[src/rtl/mdio_target_responder.sv]
`timescale 1ns/1ps
`default_nettype none
// ============================================================================
//  Module      : mdio_target_responder
//  Description : PHY-side MDIO management target. Oversamples MDC/MDIO on the
//                system clock, decodes clause 45 (or clause 22) frames, answers
//                reads by driving MDIO and strobes a simple register bus.
//                Optional build macro MDIO_TARGET_TIMEOUT_EN adds an MDC-idle
//                watchdog that aborts a stalled frame after TIMEOUT_CYCLES.
//  Revision    : 1.0 - initial release
// ============================================================================
module mdio_target_responder #(
    parameter int CLAUSE_45      = 1,
    parameter int DATA_LENGTH    = 16,
    parameter int PREAMBLE_MIN   = 32,
    parameter int TIMEOUT_CYCLES = 4096
) (
    input  logic                   clk,
    input  logic                   reset,
    input  logic                   mdc_i,
    input  logic                   mdio_i,
    output logic                   mdio_o,
    output logic                   mdio_oe,
    input  logic [4:0]             phy_address,
    output logic [4:0]             reg_dev_type,
    output logic [DATA_LENGTH-1:0] reg_address,
    output logic                   reg_wr_en,
    output logic [DATA_LENGTH-1:0] reg_wr_data,
    output logic                   reg_rd_en,
    input  logic [DATA_LENGTH-1:0] reg_rd_data,
    output logic                   frame_error
);

    // Second start-of-frame bit: 0 for clause 45 (ST=00), 1 for clause 22 (ST=01)
    localparam logic c_sof0     = (CLAUSE_45 != 0) ? 1'b0 : 1'b1;
    // Rises skipped for a frame addressed elsewhere: turnaround plus data
    localparam int   c_ign_bits = DATA_LENGTH + 2;

    typedef enum logic [2:0] {
        S_HUNT    = 3'd0,
        S_ST      = 3'd1,
        S_COMMAND = 3'd2,
        S_TA_RD   = 3'd3,
        S_TA_WR   = 3'd4,
        S_TX_DATA = 3'd5,
        S_RX_DATA = 3'd6,
        S_IGNORE  = 3'd7
    } state_t;

    state_t                 r_state;
    logic [7:0]             r_cnt;
    logic [10:0]            r_cmd;
    logic [1:0]             r_op;
    logic [4:0]             r_devad;
    logic [DATA_LENGTH-1:0] r_shift;

    logic r_mdc_s1, r_mdc_s2, r_mdc_s3;
    logic r_mdio_s1, r_mdio_s2;

    logic                   w_rise;
    logic                   w_timeout;
    logic [11:0]            w_cmd;
    logic [1:0]             w_op;
    logic [4:0]             w_prtad;
    logic [4:0]             w_devad;
    logic                   w_is_read;
    logic [DATA_LENGTH-1:0] w_rx_word;

    // Two-flop synchronisers for both pads plus a third MDC flop for edge detect
    always_ff @(posedge clk) begin
        if (reset) begin
            r_mdc_s1  <= 1'b0;
            r_mdc_s2  <= 1'b0;
            r_mdc_s3  <= 1'b0;
            r_mdio_s1 <= 1'b0;
            r_mdio_s2 <= 1'b0;
        end else begin
            r_mdc_s1  <= mdc_i;
            r_mdc_s2  <= r_mdc_s1;
            r_mdc_s3  <= r_mdc_s2;
            r_mdio_s1 <= mdio_i;
            r_mdio_s2 <= r_mdio_s1;
        end
    end

    assign w_rise    = r_mdc_s2 & ~r_mdc_s3;
    assign w_cmd     = {r_cmd, r_mdio_s2};
    assign w_op      = w_cmd[11:10];
    assign w_prtad   = w_cmd[9:5];
    assign w_devad   = w_cmd[4:0];
    assign w_is_read = (CLAUSE_45 != 0) ? w_op[1] : (w_op == 2'b10);
    assign w_rx_word = {r_shift[DATA_LENGTH-2:0], r_mdio_s2};

`ifdef MDIO_TARGET_TIMEOUT_EN
    localparam int c_idle_w = $clog2(TIMEOUT_CYCLES + 1);
    logic [c_idle_w-1:0] r_idle;

    // Counts clk cycles since the last MDC rise while a frame is in flight
    always_ff @(posedge clk) begin
        if (reset || w_rise || (r_state == S_HUNT)) begin
            r_idle <= '0;
        end else begin
            r_idle <= r_idle + c_idle_w'(1);
        end
    end

    assign w_timeout = (r_state != S_HUNT) && !w_rise &&
                       (r_idle == c_idle_w'(TIMEOUT_CYCLES - 1));
`else
    assign w_timeout = 1'b0;
`endif

    // Frame decoder: advances one bit per MDC rise, outputs registered
    always_ff @(posedge clk) begin
        if (reset) begin
            r_state      <= S_HUNT;
            r_cnt        <= '0;
            r_cmd        <= '0;
            r_op         <= '0;
            r_devad      <= '0;
            r_shift      <= '0;
            mdio_o       <= 1'b0;
            mdio_oe      <= 1'b0;
            reg_dev_type <= '0;
            reg_address  <= '0;
            reg_wr_en    <= 1'b0;
            reg_wr_data  <= '0;
            reg_rd_en    <= 1'b0;
            frame_error  <= 1'b0;
        end else begin
            reg_wr_en   <= 1'b0;
            reg_rd_en   <= 1'b0;
            frame_error <= 1'b0;
            if (w_timeout) begin
                r_state     <= S_HUNT;
                r_cnt       <= '0;
                mdio_oe     <= 1'b0;
                mdio_o      <= 1'b0;
                frame_error <= 1'b1;
            end else if (w_rise) begin
                case (r_state)
                    S_HUNT: begin
                        if (r_mdio_s2) begin
                            if (r_cnt < 8'd63) r_cnt <= r_cnt + 8'd1;
                        end else begin
                            // A zero after a long enough run of ones is ST bit 0
                            if (r_cnt >= 8'(PREAMBLE_MIN)) r_state <= S_ST;
                            r_cnt <= '0;
                        end
                    end
                    S_ST: begin
                        r_cnt <= '0;
                        if (r_mdio_s2 == c_sof0) begin
                            r_state <= S_COMMAND;
                        end else begin
                            frame_error <= 1'b1;
                            r_state     <= S_HUNT;
                        end
                    end
                    S_COMMAND: begin
                        r_cmd <= w_cmd[10:0];
                        if (r_cnt == 8'd11) begin
                            r_cnt   <= '0;
                            r_op    <= w_op;
                            r_devad <= w_devad;
                            if (w_prtad != phy_address) begin
                                r_state <= S_IGNORE;
                            end else begin
                                // Clause 22 carries the register number in the DEVAD slot
                                if (CLAUSE_45 == 0) reg_address <= DATA_LENGTH'(w_devad);
                                if (w_is_read) begin
                                    reg_dev_type <= w_devad;
                                    reg_rd_en    <= 1'b1;
                                    r_state      <= S_TA_RD;
                                end else begin
                                    r_state <= S_TA_WR;
                                end
                            end
                        end else begin
                            r_cnt <= r_cnt + 8'd1;
                        end
                    end
                    S_TA_RD: begin
                        if (r_cnt == 8'd0) begin
                            // Take the bus for the second turnaround bit, driving 0
                            mdio_oe <= 1'b1;
                            mdio_o  <= 1'b0;
                            r_cnt   <= 8'd1;
                        end else begin
                            r_shift <= reg_rd_data;
                            mdio_o  <= reg_rd_data[DATA_LENGTH-1];
                            r_cnt   <= '0;
                            r_state <= S_TX_DATA;
                        end
                    end
                    S_TX_DATA: begin
                        if (r_cnt == 8'(DATA_LENGTH - 1)) begin
                            mdio_oe <= 1'b0;
                            mdio_o  <= 1'b0;
                            r_cnt   <= '0;
                            r_state <= S_HUNT;
                            if ((CLAUSE_45 != 0) && (r_op == 2'b10))
                                reg_address <= reg_address + DATA_LENGTH'(1);
                        end else begin
                            mdio_o  <= r_shift[DATA_LENGTH-2];
                            r_shift <= {r_shift[DATA_LENGTH-2:0], 1'b0};
                            r_cnt   <= r_cnt + 8'd1;
                        end
                    end
                    S_TA_WR: begin
                        if (r_cnt == 8'd0) begin
                            r_cnt <= 8'd1;
                        end else begin
                            r_cnt <= '0;
                            if (r_mdio_s2) begin
                                frame_error <= 1'b1;
                                r_state     <= S_IGNORE;
                            end else begin
                                r_state <= S_RX_DATA;
                            end
                        end
                    end
                    S_RX_DATA: begin
                        r_shift <= w_rx_word;
                        if (r_cnt == 8'(DATA_LENGTH - 1)) begin
                            r_cnt   <= '0;
                            r_state <= S_HUNT;
                            if ((CLAUSE_45 != 0) && (r_op == 2'b00)) begin
                                reg_address <= w_rx_word;
                            end else if (r_op == 2'b01) begin
                                reg_wr_data  <= w_rx_word;
                                reg_dev_type <= r_devad;
                                reg_wr_en    <= 1'b1;
                            end
                        end else begin
                            r_cnt <= r_cnt + 8'd1;
                        end
                    end
                    S_IGNORE: begin
                        if (r_cnt == 8'(c_ign_bits - 1)) begin
                            r_cnt   <= '0;
                            r_state <= S_HUNT;
                        end else begin
                            r_cnt <= r_cnt + 8'd1;
                        end
                    end
                    default: begin
                        r_cnt   <= '0;
                        r_state <= S_HUNT;
                    end
                endcase
            end
        end
    end

endmodule
`default_nettype wire

[config.mk]
export PLATFORM = sky130hd
export DESIGN_NAME = mdio_target_responder
export DESIGN_NICKNAME = d
export VERILOG_FILES = /design/src/rtl/mdio_target_responder.sv
export SDC_FILE = /design/constraint.sdc
export NUM_CORES = 1
export LEC_CHECK = 0
export ABC_AREA = 1
export ABC_CLOCK_PERIOD_IN_PS = 2100
export BUFFER_PORTS_ARGS = -buffer_cell sky130_fd_sc_hd__buf_4
export CORE_MARGIN = 2
export CORE_UTILIZATION = 57
export DETAILED_ROUTE_END_ITERATION = 16
export PLACE_DENSITY_LB_ADDON = 0.15
export SYNTH_ARGS = -nofsm -noshare
export SYNTH_HDL_FRONTEND = slang
export SYNTH_SLANG_ARGS = --single-unit
[constraint.sdc]
create_clock -name clk -period 2.1 [get_ports clk]
set_input_delay 0.105 -clock clk [delete_from_list [all_inputs] [get_ports clk]]
set_output_delay 0.105 -clock clk [all_outputs]
set_load 0.02 [all_outputs]
# == After elaboration in Yosys (flattened, before gate mapping) ==
# Cells that the tools add are included.
# totals
register_bits,91
inputBits,25
out_inout_bits,42
wordCells,129
# classes
addsub,2
n_lt_le_gt_ge,2
eq_ne,31
muxes,45
bitwise_logic,8
n_reduce_logical,22
# ops
cell,n
$mux W16,4
$pmux W8 S6,1
$pmux W15 S3,1
$mux W8,5
$ne A2 B2 Y1 const B,16
$pmux W16 S2,1
$mux W15,2
$mux W5,6
$mux W3,9
$pmux W3 S7,1
$add A16 B1 Y16 const B,1
$eq A8 B4 Y1 const B,2
$reduce_and A8 Y1,2
$eq A3 B3 Y1 const B,4
$mux W1,10
$pmux W5 S2,1
$reduce_or A5 Y1,2
$add A8 B1 Y8 const B,1
$eq A8 B5 Y1 const B,1
$ge A8 B6 Y1 const B,1
$logic_not A8 Y1,1
$lt A8 B6 Y1 const B,1
$reduce_and A4 Y1,2
$not A1 Y1,7
other kinds (19),28

# == Logic depth before layout (Yosys ltp) ==
# depth
word_depth,5
mapped_depth,11
depth_no_buf,11

# == Least setup slack after synthesis ==
# Ideal clock, no wire load.
# synth_path
path_type,register to register
start,register r_cnt[0]
end,register reg_address[5]
arrival_time_ns,1.587
path_slack_ns,0.397
stages_incl_launch_ff,10
n_path_buf,1
cell_sequence,dfxtp_1 -> ha_1 -> nand3_2 -> o21ai_2 -> nand2_1 -> nor2_4 -> inv_2 -> buf_2 -> nor2_1 -> nor2_1
# synth_via
elab_chain_len,3
elab_cells_between_ends,4
cone_classes,eq/ne: 3; reduce/logical: 1
# synth_rtl
element,line_no,rtl
from (decl),51,logic [7:0] r_cnt;
from (signal assigned),144,if (r_cnt < 8'd63) r_cnt <= r_cnt + 8'd1;
from (signal assigned),180,r_cnt <= r_cnt + 8'd1;
from (signal assigned),207,r_cnt <= r_cnt + 8'd1;
$eq A8 B4 Y1 *,"197, 225",
$ne A2 B2 Y1 (no source line),-,
$reduce_and A6 Y1 (no source line) *,-,
to (signal assigned),170,if (CLAUSE_45 == 0) reg_address <= DATA_LENGTH'(w_devad);
to (signal assigned),203,reg_address <= reg_address + DATA_LENGTH'(1);
to (signal assigned),229,reg_address <= w_rx_word;
to (decl),26,"output logic [DATA_LENGTH-1:0] reg_address,"
# Mark *: on every way between the ends. The rest lies on a longest branch, timed or not.
# A chain may end at the register's enable or synchronous reset.

# == Final worst setup path ==
# layout_path
start,register r_state[1]
end,register r_op[1]
# layout_via
elab_chain_len,2
# layout_rtl
element,line_no,rtl
from (decl),50,state_t r_state;
from (signal assigned),116,r_state <= S_HUNT;
from (signal assigned),135,r_state <= S_HUNT;
from (signal assigned),147,if (r_cnt >= 8'(PREAMBLE_MIN)) r_state <= S_ST;
$eq A3 B2 Y1,141,case (r_state)
$reduce_and A3 Y1 (no source line),-,
to (signal assigned),164,r_op <= w_op;
to (decl),53,logic [1:0] r_op;
# Every way passes these cells.

==> results.py <==
metrics = {
    "run_status": {
        "status": "finished, final reports clean",
    },
    "power_and_ir_drop": {
        "p_leak_uw": 0.002268,
        "power_density_nw_per_um2": 546.6,
        "peakVddDrop_mv": 0.2949,
    },
    "setup_path": {
        "critPathSlowestCell": "dfxtp_1",
        "cp.required_ns": 2.35,
        "start_kind": "register",
        "critPathArrivalTime_ns": 2.22,
        "reg2reg_from": "r_state[1]",
        "path_max_fanout": 8,
        "cpPeakStageDelay_ns": 0.45,
        "cp-end-kind": "register",
        "critPathLaunch": "r_state[1]",
        "path_class": "register to register",
        "crit_chain": "inv_2, nor3_4, nand2_1, nor2_2, inv_1, o21ai_0, a21oi_1",
    },
    "timing": {
        "fin_crit_ns": 1.963,
        "finalCritPeriodShare_pct": 93.46,
        "slew_headroom_pct": 70.88,
        "slew_violations": 0,
        "rsz0062_at_grt": "no",
        "fin_worst_skew_ns": 0.01552,
        "fmax_mhz": 509.5,
        "worstMarginPinSlew_ns": 0.4364,
        "hold_viol": 0,
        "setup-tns-final_ns": 0,
        "finalSetupViolCount": 0,
    },
    "min_path": {
        "min_from": "reg_rd_data[15]",
        "worst_hold_path_type": "input pin to register",
    },
    "synthesis": {
        "synth_flop_cell": "dfxtp_1",
        "syn_nets": 743,
        "synth_edf_count": 0,
        "synth_top_family_by_area": "simple AND/OR/NAND/NOR gates",
        "syn_area_um2": 4659,
        "async_flop_share_pct": 0,
        "synthMuxAreaShare_pct": 0,
        "syn_avg_cell_area_um2": 6.526,
        "synth-adder-area-share_pct": 1.074,
        "synthSimpleGateAreaFrac_pct": 31.20,
        "seq_area_frac_synth_pct": 39.10,
        "synthXorXnorAreaFrac_pct": 1.128,
        "synth_compound_area_share_pct": 17.02,
        "yosysUniqueCellTypes": 32,
        "ys_seq_elements": 91,
        "syn_inst": 714,
        "synth_warnings": 0,
    },
    "cells_and_area": {
        "drive_gt1_share_pct": 15.30,
        "multi_input_area_um2": 2375,
        "nets": 803,
        "antennaDiodeCount": 0,
        "fin_util_pct": 70.10,
        "regArea_um2": 1822,
        "area_growth_pct": 17.45,
        "n_fill_cell": 685,
    },
    "grt": {
        "antenna_found_initial": 0,
        "grt_max_degree": 58,
        "grtUsageTotal_pct": 27.78,
        "grt_pass1_vias": 4275,
        "grt.overflow.total": 0,
        "grt_pass1_wl_mm": 19.73,
    },
    "die": {
        "start_util_pct": 59.68,
        "core-area_um2": 7807,
        "die_h_um": 94.41,
        "num_io_pins": 67,
        "die_area_um2": 8913,
        "row_count": 32,
        "fp.dieW_um": 94.41,
    },
    "cts": {
        "root_buffer": "clkbuf_8",
        "worstSkewPairLatency_ns": 0.37,
        "cts_buffers": 9,
        "path_clk_slew_ns": 0.10,
        "htreeDepth": 3,
        "cts_tree": "done",
        "cts_num_sinks": 91,
        "clk_path_buf_depth": 2,
        "cts_setup_buffers": 0,
    },
    "detailed_routing": {
        "firstDrtPassIters": 5,
        "drcViolationCount": 0,
        "viasPerCell": 5.423,
        "ant_nets": 0,
        "wirelength_mm": 12.07,
        "wire_per_inst_um": 13.72,
        "num_vias": 4772,
        "drt-initial-drc-count": 245,
    },
    "place": {
        "hpwl_mm": 8.620,
        "place_congestion": 0.9354,
        "port_buffers": 66,
    },
    "job": {
        "max-cap-violations": 0,
    },
}
==> worst max-delay path, delay by kind of cell (launching register included) <==
kind / cells / cell delay [ns]
and+or+nand+nor: 3 / 0.85
DFF: 1 / 0.45
AOI/OAI and AO/OA: 2 / 0.26
buffers and inverters: 2 / 0.30
==> power breakdown <==
group	leakage, µW	internal [µW]	switching (µW)
Sequential	0.000734	1730	3.27
Combinational	0.00146	66.6	90.7
Clock	0.0000787	436	665
==> logic make-up (layout without fill, tap and decap cells) <==
kind of cell	after synthesis	after routing
buffers and inverters	123	187
flip-flops	91	91
AO/OA/AOI/OAI	151	151
adder cells (fa/ha/maj)	4	4
XOR/XNOR	6	6
AND/OR/NAND/NOR	339	339
==> flip-flops by register name, indices dropped and copies added (netlist names) <==
register	cells
reg_address	16
reg_wr_data	16
r_shift	15
r_cmd	11
r_cnt	8
r_devad	5
reg_dev_type	5
r_state	3
r_op	2
frame_error	1
mdio_o	1
mdio_oe	1
r_mdc_s1	1
r_mdc_s2	1
r_mdc_s3	1
r_mdio_s1	1
r_mdio_s2	1
reg_rd_en	1
reg_wr_en	1
==> per-stage QoR <==
step	total power [µW]	hold WS, ns	setup WS [ns]	instances	cell area, µm²
after global placement	1922	0.3073	0.2958	863	5259
final	2991	0.04152	0.1374	880	5473
after CTS	2990	0.03299	0.1494	880	5451
after detailed placement	1925	0.3143	0.1789	863	5259
after floorplan	1858	0.2120	0.3967	714	4659
after global routing	3080	0.04265	0.002549	880	5473
==> final timing paths <==
path / endpoint / slack [ns] / depth (start not counted)
worst max-delay path: r_op[1] / 0.14 / 7
worst min-delay path: mdio_o / 0.04 / 3
worst max register to register: r_op[1] / 0.14 / 7
worst min register to register: r_mdc_s2 / 0.41 / 2
==> final cells by class <==
type / instances / share of cell area, %
Tap cell: 102 / 2.332
Sequential cell: 91 / 33.29
Inverter: 92 / 6.310
Timing Repair Buffer: 80 / 11.52
Clock inverter: 6 / 0.8916
Clock buffer: 9 / 2.263
Multi-Input combinational cell: 500 / 43.39
==> routing by layer <==
metal / vias to the layer above / part of all wire [%] / track usage, %
met3: 14 / 7.3 / 4.709
met4: 0 / 1.4 / 7.971
met1: 2166 / 48 / 40.91
li1: 2411 / - / -
met5: - / 0 / 0
met2: 181 / 43 / 42.02
==> Yosys cell counts, types with 5 or more instances <==
cell type  instances  share of area [%]
inv_1             86                6.9
a211oi_1           5               0.81
nand3_1           46                4.9
buf_2             12                1.3
inv_2              6               0.48
a21oi_1           71                7.6
dfxtp_1           91                 39
nor2_1           104                8.4
nand2_1          151                 12
o21ai_0           59                6.3
nand4_1           20                2.7
clkbuf_1          15                1.2
o21ai_1            7               0.75
==> repair_timing <==
item | CTS | global route
setup endpoints to repair | 0 | 4
hold endpoints to repair | 2 | 0
gates resized for setup | 0 | 4
hold buffers | 2 | 0
==> placed cells by master, fill, tap and decap left out, types with 3 or more instances in the layout <==
master      netlist  routed
a211oi_1          5       5
a21oi_1          71      70
buf_4             1      76
clkbuf_8          0       9
clkinvlp_4        0       3
dfxtp_1          91      91
ha_1              4       3
inv_1            86      86
inv_2             6       6
inv_6             0       3
nand2_1         151     151
nand3_1          46      46
nand4_1          20      20
nor2_1          104     104
nor2_2            3       3
nor3_1            4       4
o21ai_0          59      59
o21ai_1           7       6
or2_2             4       4
xnor2_1           3       3
xor2_1            3       3
Power figures use the tool's default switching activity.
